File: config.mk
export PLATFORM = sky130hd
export DESIGN_NAME = nbit_processor
export DESIGN_NICKNAME = d
export VERILOG_FILES = /design/src/rtl/nbit_processor.sv
export SDC_FILE = /design/constraint.sdc
export NUM_CORES = 1
export LEC_CHECK = 0
export CAP_MARGIN = 0
export CORE_MARGIN = 4
export CORE_UTILIZATION = 58
export CTS_CLUSTER_SIZE = 24
export DETAILED_ROUTE_END_ITERATION = 16
export GPL_TIMING_DRIVEN = 1
export PLACE_DENSITY = 0.81
export SLEW_MARGIN = 20
export SYNTH_ARGS = -nofsm -noshare
export SYNTH_HDL_FRONTEND = slang
export SYNTH_SLANG_ARGS = --single-unit
export TNS_END_PERCENT = 30
File: constraint.sdc
create_clock -name clk -period 3.72 [get_ports clk]
set_input_delay 0.558 -clock clk [delete_from_list [all_inputs] [get_ports clk]]
set_output_delay 0.558 -clock clk [all_outputs]
set_load 0.02 [all_outputs]
File: src/rtl/nbit_processor.sv
// nbit_processor: four-accumulator fetch/execute processor with parametrised data and PC widths.
// Define NBITPROC_IRQ_EN to compile in the single-level interrupt (IRQ state, shadow_pc, EI/DI/RETI).
module nbit_processor #(
    parameter int unsigned DATA_W  = 4,
    parameter int unsigned PC_W    = 4,
    parameter int unsigned IRQ_VEC = 32'hC
) (
    input  logic              clk,
    input  logic              rst_n,
    output logic [PC_W-1:0]   imem_addr,
    input  logic [DATA_W+5:0] imem_data,
    input  logic              irq,
    output logic              irq_ack,
    output logic [DATA_W-1:0] out_data,
    output logic              out_valid,
    output logic [3:0]        flags,
    output logic              halted
);
    localparam int unsigned INSN_W = DATA_W + 6;

    localparam logic [3:0] OP_LDI  = 4'h1;
    localparam logic [3:0] OP_ADD  = 4'h2;
    localparam logic [3:0] OP_SUB  = 4'h3;
    localparam logic [3:0] OP_AND  = 4'h4;
    localparam logic [3:0] OP_OR   = 4'h5;
    localparam logic [3:0] OP_XOR  = 4'h6;
    localparam logic [3:0] OP_MOV  = 4'h7;
    localparam logic [3:0] OP_ADDR = 4'h8;
    localparam logic [3:0] OP_JMP  = 4'h9;
    localparam logic [3:0] OP_JZ   = 4'hA;
    localparam logic [3:0] OP_JC   = 4'hB;
    localparam logic [3:0] OP_OUT  = 4'hC;
`ifdef NBITPROC_IRQ_EN
    localparam logic [3:0] OP_EIDI = 4'hD;
    localparam logic [3:0] OP_RETI = 4'hE;
`endif
    localparam logic [3:0] OP_HLT  = 4'hF;

    typedef enum logic [1:0] {ST_FETCH, ST_EXEC, ST_IRQ, ST_HALT} state_t;

    state_t              state, state_nxt;
    logic [PC_W-1:0]     pc, pc_nxt;
    logic [INSN_W-1:0]   ir, ir_nxt;
    logic [DATA_W-1:0]   acc [4];
    logic [DATA_W-1:0]   acc_nxt [4];
    logic                ie, ie_nxt, n, n_nxt, c, c_nxt, z, z_nxt;
    logic [DATA_W-1:0]   out_data_nxt;
    logic                out_valid_nxt, irq_ack_nxt;
    logic                irq_take;

    logic [3:0]          op;
    logic [1:0]          rsel;
    logic [DATA_W-1:0]   imm, a, b;
    logic [PC_W-1:0]     imm_pc, pc_inc;

    logic [DATA_W-1:0]   alu_res;
    logic [DATA_W:0]     alu_sum;
    logic                alu_c, alu_wr;

    assign op        = ir[INSN_W-1 -: 4];
    assign rsel      = ir[DATA_W +: 2];
    assign imm       = ir[DATA_W-1:0];
    assign imm_pc    = imm[PC_W-1:0];
    assign a         = acc[rsel];
    assign b         = acc[imm[1:0]];
    assign pc_inc    = pc + PC_W'(1);
    assign imem_addr = pc;
    assign flags     = {ie, n, c, z};

`ifdef NBITPROC_IRQ_EN
    logic [PC_W-1:0] shadow_pc, shadow_nxt;
    assign irq_take = ie & irq;
`else
    logic unused_irq;
    assign unused_irq = irq;
    assign irq_take   = 1'b0;
`endif

    // ALU: result, carry/borrow and whether the accumulator and Z/N are written
    always_comb begin
        alu_res = a;
        alu_sum = '0;
        alu_c   = c;
        alu_wr  = 1'b0;
        case (op)
            OP_LDI:  begin alu_res = imm; alu_wr = 1'b1; end
            OP_ADD:  begin
                alu_sum = {1'b0, a} + {1'b0, imm};
                alu_res = alu_sum[DATA_W-1:0];
                alu_c   = alu_sum[DATA_W];
                alu_wr  = 1'b1;
            end
            OP_SUB:  begin
                // MSB of the widened difference is the borrow (a < imm)
                alu_sum = {1'b0, a} - {1'b0, imm};
                alu_res = alu_sum[DATA_W-1:0];
                alu_c   = alu_sum[DATA_W];
                alu_wr  = 1'b1;
            end
            OP_AND:  begin alu_res = a & imm; alu_c = 1'b0; alu_wr = 1'b1; end
            OP_OR:   begin alu_res = a | imm; alu_c = 1'b0; alu_wr = 1'b1; end
            OP_XOR:  begin alu_res = a ^ imm; alu_c = 1'b0; alu_wr = 1'b1; end
            OP_MOV:  begin alu_res = b; alu_wr = 1'b1; end
            OP_ADDR: begin
                alu_sum = {1'b0, a} + {1'b0, b};
                alu_res = alu_sum[DATA_W-1:0];
                alu_c   = alu_sum[DATA_W];
                alu_wr  = 1'b1;
            end
            default: ;
        endcase
    end

    // Next-state and next-register values
    always_comb begin
        state_nxt     = state;
        pc_nxt        = pc;
        ir_nxt        = ir;
        acc_nxt       = acc;
        ie_nxt        = ie;
        n_nxt         = n;
        c_nxt         = c;
        z_nxt         = z;
        out_data_nxt  = out_data;
        out_valid_nxt = 1'b0;
        irq_ack_nxt   = 1'b0;
`ifdef NBITPROC_IRQ_EN
        shadow_nxt    = shadow_pc;
`endif
        case (state)
            ST_FETCH: begin
                if (irq_take) begin
                    state_nxt = ST_IRQ;
                end else begin
                    ir_nxt    = imem_data;
                    state_nxt = ST_EXEC;
                end
            end
            ST_EXEC: begin
                state_nxt = ST_FETCH;
                pc_nxt    = pc_inc;
                if (alu_wr) begin
                    acc_nxt[rsel] = alu_res;
                    c_nxt         = alu_c;
                    z_nxt         = (alu_res == '0);
                    n_nxt         = alu_res[DATA_W-1];
                end
                case (op)
                    OP_JMP:  pc_nxt = imm_pc;
                    OP_JZ:   if (z) pc_nxt = imm_pc;
                    OP_JC:   if (c) pc_nxt = imm_pc;
                    OP_OUT:  begin out_data_nxt = a; out_valid_nxt = 1'b1; end
`ifdef NBITPROC_IRQ_EN
                    OP_EIDI: ie_nxt = imm[0];
                    OP_RETI: begin pc_nxt = shadow_pc; ie_nxt = 1'b1; end
`endif
                    OP_HLT:  begin pc_nxt = pc; state_nxt = ST_HALT; end
                    default: ;
                endcase
            end
            ST_IRQ: begin
`ifdef NBITPROC_IRQ_EN
                shadow_nxt  = pc;
                pc_nxt      = PC_W'(IRQ_VEC);
                ie_nxt      = 1'b0;
                irq_ack_nxt = 1'b1;
`endif
                state_nxt   = ST_FETCH;
            end
            ST_HALT: begin
                // PC still points at the HLT; the return address is the one after it
                if (irq_take) begin
                    pc_nxt    = pc_inc;
                    state_nxt = ST_IRQ;
                end
            end
            default: state_nxt = ST_FETCH;
        endcase
    end

    always_ff @(posedge clk or negedge rst_n) begin
        if (!rst_n) state <= ST_FETCH;
        else        state <= state_nxt;
    end

    always_ff @(posedge clk or negedge rst_n) begin
        if (!rst_n) begin
            pc        <= '0;
            ir        <= '0;
            for (int i = 0; i < 4; i++) acc[i] <= '0;
            ie        <= 1'b0;
            n         <= 1'b0;
            c         <= 1'b0;
            z         <= 1'b0;
            out_data  <= '0;
            out_valid <= 1'b0;
            irq_ack   <= 1'b0;
            halted    <= 1'b0;
`ifdef NBITPROC_IRQ_EN
            shadow_pc <= '0;
`endif
        end else begin
            pc        <= pc_nxt;
            ir        <= ir_nxt;
            acc       <= acc_nxt;
            ie        <= ie_nxt;
            n         <= n_nxt;
            c         <= c_nxt;
            z         <= z_nxt;
            out_data  <= out_data_nxt;
            out_valid <= out_valid_nxt;
            irq_ack   <= irq_ack_nxt;
            halted    <= (state_nxt == ST_HALT);
`ifdef NBITPROC_IRQ_EN
            shadow_pc <= shadow_nxt;
`endif
        end
    end
endmodule

# After elaboration in Yosys (flattened, before gate mapping)
# Cells that the tools add are included.
[classes]
n_addsub = 4
order_cmp = 3
eq_ne = 17
muxes = 19
bitwise_logic = 6
n_reduce_logical = 10
[op_table]
columns = ["cell", "n"]
rows = [
  ["case mux 4 bit (8 select lines)", 1],
  ["2-to-1 mux 4 bit", 7],
  ["== test 4 bit (second input constant)", 6],
  ["binary-select mux 4 bit (select 2 bit)", 2],
  ["bitwise mux 16 bit", 1],
  ["== test 4 x 3 -> 1 bit (second input constant)", 4],
  ["case mux 4 bit (4 select lines)", 1],
  ["adder 4 x 4 -> 5 bit", 2],
  ["demux 4 bit (select 2 bit)", 1],
  ["== test 4 x 2 -> 1 bit (second input constant)", 2],
  ["case mux 2 bit (4 select lines)", 1],
  ["OR reduction 8 bit", 1],
  ["== test 2 bit (second input constant)", 3],
  ["greater-or-equal comparator 3 bit (second input constant)", 2],
  ["NOT 2 -> 3 bit", 2],
  ["AND reduction 2 bit", 3],
  ["subtractor 4 x 4 -> 5 bit", 1],
  ["adder 4 x 1 -> 4 bit (second input constant)", 1],
  ["AND 4 bit", 1],
  ["== test 4 x 1 -> 1 bit (second input constant)", 1],
  ["logical NOT 4 bit", 1],
  ["bitwise OR 4 bit", 1],
  ["case mux 1 bit (4 select lines)", 1],
  ["nonzero test 4 bit", 1],
  ["other kinds (10)", 12],
]
[word_totals]
regBits = 41
input_bits = 13
output_inout_bits = 15
elab_cells = 72

# Logic depth before layout (Yosys ltp)
[depth]
ltp_word = 7
depth_mapped = 10
depth_no_buf = 9

# Worst setup path after synthesis
# OpenSTA, ideal clock, no wires.
[synth_path]
path_type = "flip-flop to flip-flop"
from = "register ir[4]"
to = "register z"
setup_time_ns = 0.103
arrival_time_ns = 2.470
required_ns = 3.617
path_slack_ns = 1.146
stages_incl_launch_ff = 11
n_path_buf = 1
period_less_slack_ns = 2.574
path_cell_list = "dfrtp_1 -> buf_6 -> mux4_2 -> inv_1 -> ha_1 -> o21bai_1 -> a21oi_1 -> mux2_2 -> nand4_1 -> a31oi_2 -> o41ai_2"
[synth_between]
elab_chain_len = 7
elab_cells_between_ends = 12
classes_between = "add/sub (3); mux (4); bitwise (4); reduce/logical (1)"
[synth_lines]
columns = ["element", "line", "rtl"]
rows = [
  ["start: declaration", "43", "logic [INSN_W-1:0] ir, ir_nxt;"],
  ["start signal: assignment", "204", "ir <= ir_nxt;"],
  ["NOT 2 -> 3 bit (not written as such) *", "64", "assign a = acc[rsel];"],
  ["binary-select mux 4 bit (select 2 bit) *", "64", ""],
  ["2-to-1 mux 4 bit (not written as such) * (2 in series)", "64", ""],
  ["net a[1]", "53", "logic [DATA_W-1:0] imm, a, b;"],
  ["adder 4 x 4 -> 5 bit, or another cell as far along", "105", "alu_sum = {1'b0, a} + {1'b0, b};"],
  ["case mux 4 bit (8 select lines) *", "85", "case (op)"],
  ["logical NOT 4 bit *", "145", "z_nxt = (alu_res == '0);"],
  ["end signal: assignment", "209", "z <= z_nxt;"],
  ["end: declaration", "46", "logic ie, ie_nxt, n, n_nxt, c, c_nxt, z, z_nxt;"],
]
# Mark *: on every way through the listed nets, which the timed path passes. The rest lies on a longest branch. The select of a mux whose other input is x is not followed.
# A chain may end at the register's enable or synchronous reset.

# Worst setup path in the final report
# Ends and elaborated chain as after synthesis.

==> impl_metrics.tcl <==
set metrics [dict create \
    run_status "completed" \
    cp_max_fo 9 \
    drv_cap 0 \
    start_util 0.607 \
    cts.htree.levels 2 \
    yosys_register_bits 41 \
    netlist_area_mm2 0.00291 \
    fillers 398 \
    finalSetupViolCount 0 \
    die_h_um 78.8 \
    ant_nets 0 \
    viasPerCell 5.79 \
    grt_max_degree 42 \
    yosysTopAreaCell "dfrtp_1" \
    synth_cells 282 \
    clk-insertion-delay-late_ns 0.30 \
    synth_edf_count 0 \
    numCtsBuffers 5 \
    diodes 0 \
    dieArea_mm2 0.00621 \
    drt-total-wl_um 5960 \
    final_hold_viol_count 0 \
    fin_crit_sh 0.814 \
    worstPathRequired_ns 3.92 \
    setup.worst_path.end_class "register" \
    multiInputGateArea_mm2 0.00172 \
    cts_sinks 41 \
    vias 2095 \
    io_buffers 24 \
    ios 28 \
    drc 0 \
    drtIter0Drc 192 \
    fp-row-count 25 \
    yosysWarnings 0 \
    synth_ff_type "dfrtp_1" \
    grt_usage 0.217 \
    ys_async_sr_fraction 1.00 \
    crit_arrival_ns 3.23 \
    clkTransAtPathRegs_ns 0.08 \
    slew-limit-headroom 0.411 \
    cts_tree "built" \
    root_buffer "clkbuf_8" \
    seqCellArea_mm2 0.00103 \
    tightest_slew_ns 0.884 \
    synth_cell_type_count 57 \
    cts_resized 0 \
    area_growth_pct 9.94 \
    drive_gt1_frac 0.197 \
    dr.pass1.iters 4 \
    fin_crit_ns 3.03 \
    grt_pass1_vias 2132 \
    hpwl_um 4470 \
    worstSetupPathType "reg2reg" \
    core_area_mm2 0.00479 \
    clockBufferDepth 2 \
    finalNetCount 330 \
    synth_area_per_cell_um2 10.3 \
    fmax_ghz 0.330 \
    grt_pass1_wl_um 10500 \
    final.setup.tns_ns 0 \
    synth_top_area_frac 0.353 \
    synth-seq-area-share 0.353 \
    rsz0062_at_grt "false" \
    antenna_found_initial 0 \
    finalMaxSlewViolations 0 \
    final_cell_mix "41 x dfrtp_1, 25 x mux2_2, 23 x clkdlybuf4s50_1" \
    worst_clock_skew_ns 0.00585 \
    min-delay-path-class "in2async" \
    cp-start-kind "register" \
    synth_top_cells_by_area "dfrtp_1 35%, mux2_2 9.7%, ha_1 8.6%, mux4_2 6.2%, nand2_1 2.8%" \
    final_common_cell "dfrtp_1" \
    grt_overflow 0 \
    wire_per_inst_um 16.5 \
    place_congestion 0.897 \
    dieWidth_um 78.8 \
    postCtsSetupBuffers 0 \
    holdBufCountCts 0 \
]
-- worst max-delay path, stage by stage (launching register included) --
cell	delay [ns]
dfrtp_1	0.57
mux4_2	0.69
inv_1	0.21
ha_1	0.26
o21bai_1	0.15
a21oi_1	0.10
mux2_2	0.28
nand4_1	0.15
a31oi_2	0.16
o41ai_2	0.35
-- logic make-up (layout without fill, tap and decap cells) --
family | Yosys count | after routing | synth area share
AND/OR/NAND/NOR | 86 | 86 | 0.161
AO/OA/AOI/OAI | 58 | 58 | 0.136
flip-flops | 41 | 41 | 0.353
multiplexers | 36 | 36 | 0.170
buffers and inverters | 32 | 44 | 0.0577
adder cells (fa/ha/maj) | 23 | 23 | 0.107
XOR/XNOR | 5 | 5 | 0.0151
other | 1 | 2 | 0.00129
-- layout make-up --
cell class,count,area share
sequential,41,0.321
tap,67,0.0262
timing repair buffer,24,0.0736
clock buffer,5,0.0215
clock inverter,3,0.00548
multi-input combinational,210,0.538
inverter,12,0.0141
-- worst paths after layout --
path / from / to / slack (ns) / cells after the start
setup reg to reg: ir[4] / z / 0.69 / 9
max in group asynchronous: rst_n / out_data[0] / 2.79 / 1
hold reg to reg: out_data[3] / out_data[3] / 0.51 / 1
setup / recovery: ir[4] / z / 0.69 / 9
min in group clk: out_data[3] / out_data[3] / 0.51 / 1
hold / removal: rst_n / ir[3] / 0.36 / 1
-- through the flow --
| step | hold slack [ns] | utilization | instance area, um2 | setup slack (ns) | std cells |
|---|---|---|---|---|---|
| 6_report | 0.364 | 0.668 | 3200 | 0.692 | 362 |
| 2_1_floorplan | 0.262 | - | 2910 | 1.15 | 283 |
| 5_1_grt | 0.441 | 0.668 | 3200 | 0.505 | 362 |
| 4_1_cts | 0.408 | 0.667 | 3190 | 0.654 | 362 |
| 3_3_place_gp | 0.492 | 0.649 | 3110 | 0.698 | 354 |
| 3_5_place_dp | 0.496 | 0.649 | 3110 | 0.700 | 354 |
-- cells in the mapped netlist, types with 4 or more instances --
cell       n
dfrtp_1   41
mux2_2    25
nand2_1   22
ha_1      20
nor2_1    17
a21oi_1   16
o21ai_0   12
inv_1     11
mux4_2     8
buf_4      7
nand2b_1   7
nand3_1    7
clkbuf_1   6
nor2b_1    6
buf_2      5
nand3b_1   4
nor3_1     4
xnor2_1    4
-- state kept, by name, indices dropped and copies added (netlist names) --
signal and count:
out_valid 1, z 1, acc 16, c 1
halted 1, imem_addr 4, ir 10, out_data 4
state 2, n 1
-- layer usage --
metal / GRT usage / vias to the layer above / wire (um)
met5: 0 / - / 0
met4: 0.0699 / 0 / 84
met3: 0.0442 / 8 / 270
met2: 0.372 / 47 / 3030
met1: 0.274 / 1015 / 2580
li1: - / 1025 / -
Power is left out: the tool's default activity adds up to more than one toggle a clock period on the data nets, which glitch-free logic cannot reach.
==> edit, RTL diff (same flow settings) <==
Take the reset off `out_data` and load it in a clocked block of its own.
--- a/src/rtl/nbit_processor.sv
+++ b/src/rtl/nbit_processor.sv
@@ -194,3 +194,2 @@
             z         <= 1'b0;
-            out_data  <= '0;
             out_valid <= 1'b0;
@@ -209,3 +208,2 @@
             z         <= z_nxt;
-            out_data  <= out_data_nxt;
             out_valid <= out_valid_nxt;
@@ -218,2 +216,6 @@
     end
+
+    always_ff @(posedge clk) begin
+        out_data <= out_data_nxt;
+    end
 endmodule
Function: changed (Yosys sat finds a counterexample within 10 cycles, from zero or initial values and one cycle with rst_n low; the reset may be asserted at any time).
==> edit against the unedited design <==
Cell area decreased by 3.5%; count of clock-buffer cells in the layout grew 2; global-route usage shrank 1.7 points; hold slack lost 13 ps; critical path type unchanged; routed wire length fell by 3.3%; synthesized area fell by 3.5%; maximum frequency fell by 8.0%; sequential cell count did not move; critical path depth unchanged; worst setup slack worse by 260 ps.
Power is not shown: default switching activity piles up to over one toggle a cycle in this logic, so the estimate is an artifact.
==> edit: results (changes against the unedited design) <==
| Metric | Value |
|---|---|
| Status | finished clean |
| Drt initial violations | 202 (+5.2%) |
| Hold WC Path Type | in -> async |
| Met3 Usage GRT | 0.0336 (-0.0106) |
| RD Place Congestion | 0.917 (+2.2%) |
| Number of library cell types mapped by synthesis | 56 (-1.8%) |
| Post-synth top cells | 37 x dfrtp_1, 21 x mux2_2, 21 x nand2_1, 20 x ha_1, 18 x nor2_1 |
| Fraction of registers with async set/reset | 0.902 (-0.0976) |
| Sequential share of the synthesized area | 0.373 (+0.0201) |
| Pre-CTS WS | 464 ps (-236 ps) |
| Global-route wire length before repair | 9.47 mm (-9.6%) |
| Largest net degree at the start of global routing | 38 (-9.5%) |
| CP max-delay cell | mux4_2 |
| H-tree lvl count | 2 (unchanged) |
| Yosys Warn Count | 0 (unchanged) |
| Vias/cell | 6.11 (+5.6%) |
| Worst slew pin tran | 819 ps (-65.4 ps) |
| HPWL after DPL | 4.41 mm (-1.3%) |
| Metal2 WL | 2.82 mm (-6.8%) |
| Crit path largest cell delay | 630 ps (-60 ps) |
| Number of global-route vias before repair | 1976 (-7.3%) |
| Tcrit/Tclk final | 0.884 (+0.0704) |
| Share of layout cells above drive strength 1 | 0.155 (-0.0419) |
| Worst-path clk slew | 70 ps |
| DR top layer | met4 |
| DRT met1 WL | 2.49 mm (-3.2%) |
| Fill count | 379 (-4.8%) |
| M1 GR Usage | 0.260 (-0.0137) |
| Fin nets | 314 (-4.8%) |
| CP endpoint kind | flip-flop |
| Biggest regs | acc: 16 flops, ir: 10 flops |
| Internal reg-to-reg setup slack | 430 ps (-260 ps) |
| Reg2reg end | acc[6] |
| Mean routed wirelength per cell | 17.4 µm (+5.4%) |
| Critical path origin | ir[4] |
| CTS max path bufs | 2 (unchanged) |
| Cell count of the worst reg-to-reg path | 9 (unchanged) |
| GRT Overall Usage | 0.200 (-0.0166) |
| Post-CTS Setup Inserts | 0 (unchanged) |
| Hold Slack | 352 ps (-12.5 ps) |
| Syn Area/Cell | 10.7 µm² (+3.8%) |
| Skew final | 4.48 ps (-1.37 ps) |
| Crit Path Max Fanout | 9 (unchanged) |
| Inserted Diodes | 0 (unchanged) |
| Routed wire length | 5.76 mm (-3.3%) |
| Ranking of synthesized cells by area | dfrtp_1 33%, ha_1 8.9%, mux2_2 8.4% |
| 1st-pass router iterations | 4 (unchanged) |
| DP Area | 2990 µm² (-3.8%) |
| GRT met2 Usage | 0.331 (-0.0411) |
| Antenna violations before repair | 0 (unchanged) |
| DR WL met3 | 314 µm (+16%) |
| Post-synth EDFFs | 4 (+4) |
| CTS Root Cell | clkbuf_8 |
| Placed instance count | 325 (-8.2%) |
edit: cell count changes in the layout (fill, tap and decap cells not counted), moves of 3 or more:
cell,change
a21oi_1,-4
dfrtp_1,-4
edfxtp_1,+4
mux2_2,-4
nand3_1,-4
a221oi_1,+3
a31oi_1,-3
o21ai_0,+3
edit: cell type report:
class                   instances  area [µm²]  area share
flip-flops and latches         41        1050       0.339
repair buffers                 25         243      0.0787
well taps                      54        67.6      0.0219
clock buffers                   7        86.3      0.0280
inverters                      11        41.3      0.0134
multi-input cells             194        1600       0.519
edit: kinds of logic after synthesis:
group	after synthesis	synth area share
buf+inv	28	0.0607
flops	41	0.373
simple gates	74	0.134
fa+ha+maj	23	0.111
xor+xnor	6	0.0187
other cells	1	0.00134
compound gates	56	0.132
mux	33	0.170
edit: worst max-delay path: cells and delay by family (launching register included):
family	cells	cell delay, ps
mux	2	880
flops	1	580
fa+ha+maj	2	680
simple gates	1	160
compound gates	3	790
xor+xnor	1	140
